$ cat config.mk
export PLATFORM = sky130hd
export DESIGN_NAME = seq_rightshifter
export DESIGN_NICKNAME = d
export VERILOG_FILES = /design/src/rtl/seq_rightshifter.sv
export SDC_FILE = /design/constraint.sdc
export NUM_CORES = 1
export LEC_CHECK = 0
export CORE_UTILIZATION = 35
export DETAILED_ROUTE_END_ITERATION = 6
export GPL_ROUTABILITY_DRIVEN = 0
export PLACE_DENSITY = 0.76
export SLEW_MARGIN = 20
export SYNTH_ARGS = -nofsm -noshare
export SYNTH_HDL_FRONTEND = slang
export SYNTH_SLANG_ARGS = --single-unit
$ cat constraint.sdc
create_clock -name CLK -period 1.6 [get_ports CLK]
set_clock_uncertainty 0.2 [all_clocks]
set_input_delay 0.24 -clock CLK [delete_from_list [all_inputs] [get_ports CLK]]
set_output_delay 0.24 -clock CLK [all_outputs]
set_load 0.01 [all_outputs]
$ cat src/rtl/seq_rightshifter.sv
// ---------------------------------------------------------------------------
// seq_rightshifter
// Sequential right shifter that moves the operand one bit position per clock.
// A request accepted in IDLE latches the operand, distance and fill mode.
// SHIFT then runs one step per cycle. DONE gives a one-cycle completion pulse.
//
// Ports:
//   CLK      - clock, all state changes on the rising edge
//   RST_N    - asynchronous active-low reset
//   start    - request, only looked at while idle
//   in       - operand to shift right (WIDTH bits)
//   amt      - shift distance in bit positions (AMT_W bits)
//   arith    - 1 = sign fill, 0 = zero fill
//   busy     - high in SHIFT and DONE
//   done     - one-cycle completion pulse (DONE state)
//   out      - result register, intermediate values while shifting
//   out_lsb  - last bit shifted out of out
// ---------------------------------------------------------------------------
module seq_rightshifter #(
    parameter int WIDTH = 16,
    parameter int AMT_W = 4
) (
    input  logic             CLK,
    input  logic             RST_N,
    input  logic             start,
    input  logic [WIDTH-1:0] in,
    input  logic [AMT_W-1:0] amt,
    input  logic             arith,
    output logic             busy,
    output logic             done,
    output logic [WIDTH-1:0] out,
    output logic             out_lsb
);

    typedef enum logic [1:0] {
        IDLE  = 2'd0,
        SHIFT = 2'd1,
        DONE  = 2'd2
    } state_t;

    state_t             state_q, state_d;
    logic [WIDTH-1:0]   shiftReg_q, shiftReg_d;
    logic               carry_q, carry_d;
    logic [AMT_W-1:0]   count_q, count_d;
    logic               arith_q, arith_d;

    // Register bank. Reset clears everything, so an aborted operation leaves no trace.
    always_ff @(posedge CLK or negedge RST_N) begin
        if (!RST_N) begin
            state_q    <= IDLE;
            shiftReg_q <= '0;
            carry_q    <= 1'b0;
            count_q    <= '0;
            arith_q    <= 1'b0;
        end else begin
            state_q    <= state_d;
            shiftReg_q <= shiftReg_d;
            carry_q    <= carry_d;
            count_q    <= count_d;
            arith_q    <= arith_d;
        end
    end

    // Next-state logic. Holding every register by default keeps the result
    // stable through DONE and IDLE. Inputs are only consumed in IDLE.
    always_comb begin
        state_d    = state_q;
        shiftReg_d = shiftReg_q;
        carry_d    = carry_q;
        count_d    = count_q;
        arith_d    = arith_q;

        unique case (state_q)
            IDLE: begin
                if (start) begin
                    shiftReg_d = in;
                    count_d    = amt;
                    arith_d    = arith;
                    carry_d    = 1'b0;
                    // A zero distance has nothing to shift, so the pulse
                    // follows the accepting edge directly.
                    state_d    = (amt != '0) ? SHIFT : DONE;
                end
            end

            SHIFT: begin
                // The MSB is reused as fill, so sign fill replicates the
                // originally latched sign on every step.
                shiftReg_d = {arith_q & shiftReg_q[WIDTH-1], shiftReg_q[WIDTH-1:1]};
                carry_d    = shiftReg_q[0];
                count_d    = count_q - AMT_W'(1);
                // Leave on the edge that performs the last shift.
                if (count_q == AMT_W'(1)) begin
                    state_d = DONE;
                end
            end

            DONE: begin
                state_d = IDLE;
            end

            default: begin
                state_d = IDLE;
            end
        endcase
    end

    // Moore outputs decoded from the registered state only.
    always_comb begin
        busy    = (state_q != IDLE);
        done    = (state_q == DONE);
        out     = shiftReg_q;
        out_lsb = carry_q;
    end

endmodule

# Word level (Yosys, flattened, before mapping)
# Index checks and enable logic that the tools add are counted.
totals:
  wordCells: 29
  out_inout_bits: 19
  reg_bits: 24
classes:
  eq_ne: 5
  mux: 10
  add_sub_neg: 1
  bitwise: 1
  n_reduce_logical: 7
op_table:
  columns: ["op", "count"]
  rows:
  - ["16-bit one-hot mux with 2 select lines", 1]
  - ["16-bit two-way mux", 1]
  - ["4-bit one-hot mux with 2 select lines", 1]
  - ["2-bit two-way mux", 3]
  - ["2-bit AND reduction", 3]
  - ["4-bit by 1-bit == test with 1-bit output (second input constant)", 1]
  - ["4-bit two-way mux", 1]
  - ["2-bit inequality test (second input constant)", 2]
  - ["2-bit one-hot mux with 2 select lines", 1]
  - ["2-bit nonzero test", 2]
  - ["4-bit nonzero test", 1]
  - ["4-bit by 1-bit subtractor with 4-bit output (second input constant)", 1]
  - ["2-bit by 1-bit == test with 1-bit output (second input constant)", 1]
  - ["2-bit == test (second input constant)", 1]
  - ["2-bit zero test", 1]
  - ["1-bit one-hot mux with 2 select lines", 1]
  - ["1-bit bitwise AND", 1]
  - ["1-bit two-way mux", 1]

# Depth between registers and ports, before layout
depth:
  word_depth: 4
  mapped_depth: 5

# Worst setup path before layout
# OpenSTA, ideal clock, no wires.
synth_path:
  kind: "reg-to-reg"
  start: "reg state_q[1]"
  end: "reg arith_q"
  arrival_time_ps: 1238
  setup_ps: 125
  slack_ps: 37
  path_stages_with_launch: 5
  cell_sequence: "dfrtp_1 -> buf_6 -> or2_4 -> or2_1 -> mux2_4"
synth_via:
  elab_chain_cells: 2
synth_lines:
  columns: ["item", "line", "source"]
  rows:
  - ["from (decl)", "41", "state_t state_q, state_d;"]
  - ["from (signal assigned)", "56", "state_q <= state_d;"]
  - ["2-bit zero test", "73", "unique case (state_q)"]
  - ["2-bit AND reduction (no line)", null, null]
  - ["to (signal assigned)", "60", "arith_q <= arith_d;"]
  - ["to (decl)", "45", "logic arith_q, arith_d;"]
# No other way between the ends.
# A chain may end at the register's enable or synchronous reset.

# Worst setup path after layout
layout_path:
  start: "reg state_q[0]"
  end: "reg count_q[1]"
layout_via:
  elab_chain_cells: 3
  elab_cells_between_ends: 6
  cone_classes: "2 x eq/ne; 1 x mux; 3 x reduce/logical"
layout_lines:
  columns: ["item", "line", "source"]
  rows:
  - ["2-bit by 1-bit == test with 1-bit output or 2-bit zero test (tied branches)", "73", null]
  - ["2-bit nonzero test (no line) or 2-bit inequality test (tied branches)", null, null]
  - ["2-bit AND reduction (no line)", null, null]
  - ["to (signal assigned)", "59", "count_q <= count_d;"]
  - ["to (decl)", "44", "logic [AMT_W-1:0] count_q, count_d;"]
# Several ways; a longest one is shown, not always the timed one.

==> impl_metrics.tcl <==
set metrics [dict create \
    status "completed" \
    fin_crit_ns 1.54 \
    cts.clk_slew.worst_paths_ns 0.08 \
    ant_nets 0 \
    slew_headroom_pct 79.1 \
    initial_core_util_pct 37.4 \
    ys_warn_count 0 \
    drtIter0Drc 98 \
    syn_area_sq_mm 0.00129 \
    cts_hold_buf 0 \
    syn_area_per_cell_sq_um 9.26 \
    ys_types 30 \
    fmax_mhz 649 \
    fillers 326 \
    grt_pass1_wl_microns 4970 \
    vias 1160 \
    worstPathRequired_ns 1.61 \
    synth-async-reset-ratio_pct 100 \
    track_usage_pct 15.9 \
    grt_max_degree 27 \
    clock_path_buffers 2 \
    gr-total-overflow 0 \
    yosys-top-cells-area "dfrtp_1, and3b_1, a21oi_1, o21ai_0, nand2_1" \
    syn_nets 165 \
    die_y_microns 62.7 \
    setup_ws_ns 0.0586 \
    regToRegStartpoint "state_q[0]" \
    ys_seq_elements 24 \
    die_width_microns 62.7 \
    cts-buffers-inserted 3 \
    nNetsFinal 212 \
    port-buffer-count 42 \
    drive_above_1_share_pct 10.8 \
    combPwrFrac_pct 46.3 \
    cts_tree "yes" \
    yosys_most_used_dff "dfrtp_1" \
    die_area_sq_mm 0.00393 \
    r2r_end "count_q[1]" \
    placeableCoreArea_sq_mm 0.00344 \
    cp.arrival_ns 1.55 \
    drt-wirelength-per-cell_microns 13.4 \
    fin_crit_sh_pct 96.3 \
    synthSimpleGateAreaFrac_pct 22.4 \
    p_sw_mw 1.07 \
    core.rowCount 21 \
    synth_top_area_cell "dfrtp_1" \
    reg2reg_depth 5 \
    hold_path_class "input port to async pin" \
    dp_hpwl_microns 2280 \
    syn_to_final_growth_pct 43.5 \
    power.leakage_nw 0.883 \
    diodes 0 \
    grt_antenna_before_repair 0 \
    synthAdderAreaFrac_pct 1.94 \
    root_buffer "clkbuf_8" \
    vias_per_cell 5.02 \
    p_clk_share_pct 17.5 \
    p_sw_share_pct 35.5 \
    synth_xor_area_share_pct 0 \
    critPathKind "flop to flop" \
    fin_util_pct 53.7 \
    synth_edf_count 0 \
    tightest_slew_ns 0.313 \
    dp_slack_ns -0.114 \
    cts.htree.levels 1 \
    tns_ns 0 \
    rsz0062_at_grt "false" \
    drt_pass1_iterations 4 \
    synth-compound-area-share_pct 22.1 \
    register_area_sq_um 601 \
    finalSetupViolCount 0 \
    synth_mux_area_share_pct 1.17 \
    cp_max_fo 18 \
    cp-start-kind "flop" \
    hold_slack_ns 0.137 \
    drv_cap 0 \
    synth_top_family_by_area "simple AND/OR/NAND/NOR gates" \
    clk_latency_ns 0.26 \
    finalHoldViolCount 0 \
    clock-sinks 24 \
    cp-end-kind "flop" \
    grt_pass1_vias 1073 \
    synthCells 139 \
    p_int_mw 1.94 \
    yosysSeqAreaShare_pct 46.6 \
    wl_microns 3090 \
    yosysTopAreaCellShare_pct 46.6 \
    maxSlewViolCount 0 \
    ir_worst_vdd_uv 547 \
    drc_errors 0 \
    p_seq_share_pct 36.2 \
    powerDensity_mw_per_mm2 1630 \
    r2r_slack_ns 0.06 \
    io_pins 43 \
    multi_input_area_sq_um 612 \
]
## cells in the mapped netlist (2+ instances only)
cell type,count
ha_1,2
buf_2,3
dfrtp_1,24
o21ai_0,15
and3b_1,14
a21oi_1,21
nor2b_1,2
nor2_1,4
clkbuf_1,6
inv_1,5
o22a_1,5
nand2_1,17
nor3b_1,4
## area by class of cell
cell class | count | share of cell area, %
inverters | 5 | 1.02
clock inverters | 1 | 1.62
multi-input cells | 99 | 33.1
flip-flops and latches | 24 | 32.5
repair buffers | 53 | 26.4
well taps | 46 | 3.11
clock buffers | 3 | 2.23
## placed cells by master, fill, tap and decap left out
| cell type | n |
|---|---|
| and3b_1 | 14 |
| buf_4 | 10 |
| nand2_1 | 17 |
| dfrtp_1 | 24 |
| a2bb2oi_1 | 1 |
| ha_1 | 2 |
| nand3_1 | 1 |
| o21bai_2 | 1 |
| mux2_4 | 1 |
| a21oi_1 | 21 |
| a21bo_2 | 1 |
| o22a_1 | 5 |
| o22ai_1 | 1 |
| o21ai_0 | 15 |
| buf_12 | 1 |
| clkdlybuf4s50_1 | 23 |
| or3_1 | 1 |
| or2_4 | 1 |
| clkbuf_8 | 3 |
| inv_1 | 5 |
| nor2b_1 | 2 |
| nor2_1 | 4 |
| o31a_1 | 1 |
| a32oi_1 | 1 |
| bufinv_16 | 1 |
| dlygate4sd2_1 | 18 |
| or2_1 | 1 |
| nand2b_1 | 1 |
| clkbuf_2 | 1 |
| nor3b_1 | 4 |
| nor3_1 | 1 |
| nor4_1 | 1 |
| a31oi_1 | 1 |
## logic make-up (layout without fill, tap and decap cells)
logic type	Yosys count	after routing
fa+ha+maj	2	2
compound gates	48	48
buf+inv	16	62
mux	1	1
flops	24	24
simple gates	48	48
## registers in the layout (all words and copies together), names as in the netlist
register	cells
state_q	2
out	16
count_q	4
arith_q	1
out_lsb	1
## per-layer routing
layer	part of all wire [%]	track usage (%)	wire length, microns
met4	0.58	5.23	18
met2	51	26.8	1580
met1	45	20.7	1410
met3	2.7	2.37	84
met5	0	0	0
## how the worst max path moves through the flow
stage | startpoint | end | slack, ns | cells past startpoint
floorplan | state_q[1] | arith_q | 0.04 | 4
global placement | start | count_q[1] | -0.07 | 5
detailed placement | start | out[12] | -0.11 | 6
CTS | state_q[1] | busy | 0.02 | 2
global route | state_q[0] | count_q[1] | 0.006 | 5
finish | state_q[0] | count_q[1] | 0.06 | 5
## worst max-delay path, cell delays in order, from the launching register on
cell	delay, ns
dfrtp_1	0.38
buf_4	0.17
buf_4	0.22
nor2_1	0.07
nor2_1	0.26
o22a_1	0.18
## power by group through the flow
stage               Clock, mW  Combinational [mW]  Sequential (mW)
global route            0.558                1.53             1.12
global placement            0                1.47             1.09
detailed placement          0                1.52             1.11
finish                  0.526                1.39             1.09
CTS                     0.535                1.41             1.09
floorplan                   0               0.753             1.16
## per-stage QoR
stage | cells | instance area (sq um) | total power [mW]
finish | 231 | 1850 | 3.00
global placement | 226 | 1800 | 2.56
floorplan | 139 | 1290 | 1.91
detailed placement | 226 | 1800 | 2.63
CTS | 231 | 1850 | 3.03
global route | 231 | 1850 | 3.21
## what timing repair did
action,in CTS,in global routing
endpoints found under the setup margin,19,1
gates cloned,0,0
buffers inserted,1,0
resized for setup,20,1
No activity file was read; power rests on OpenSTA's default activity.
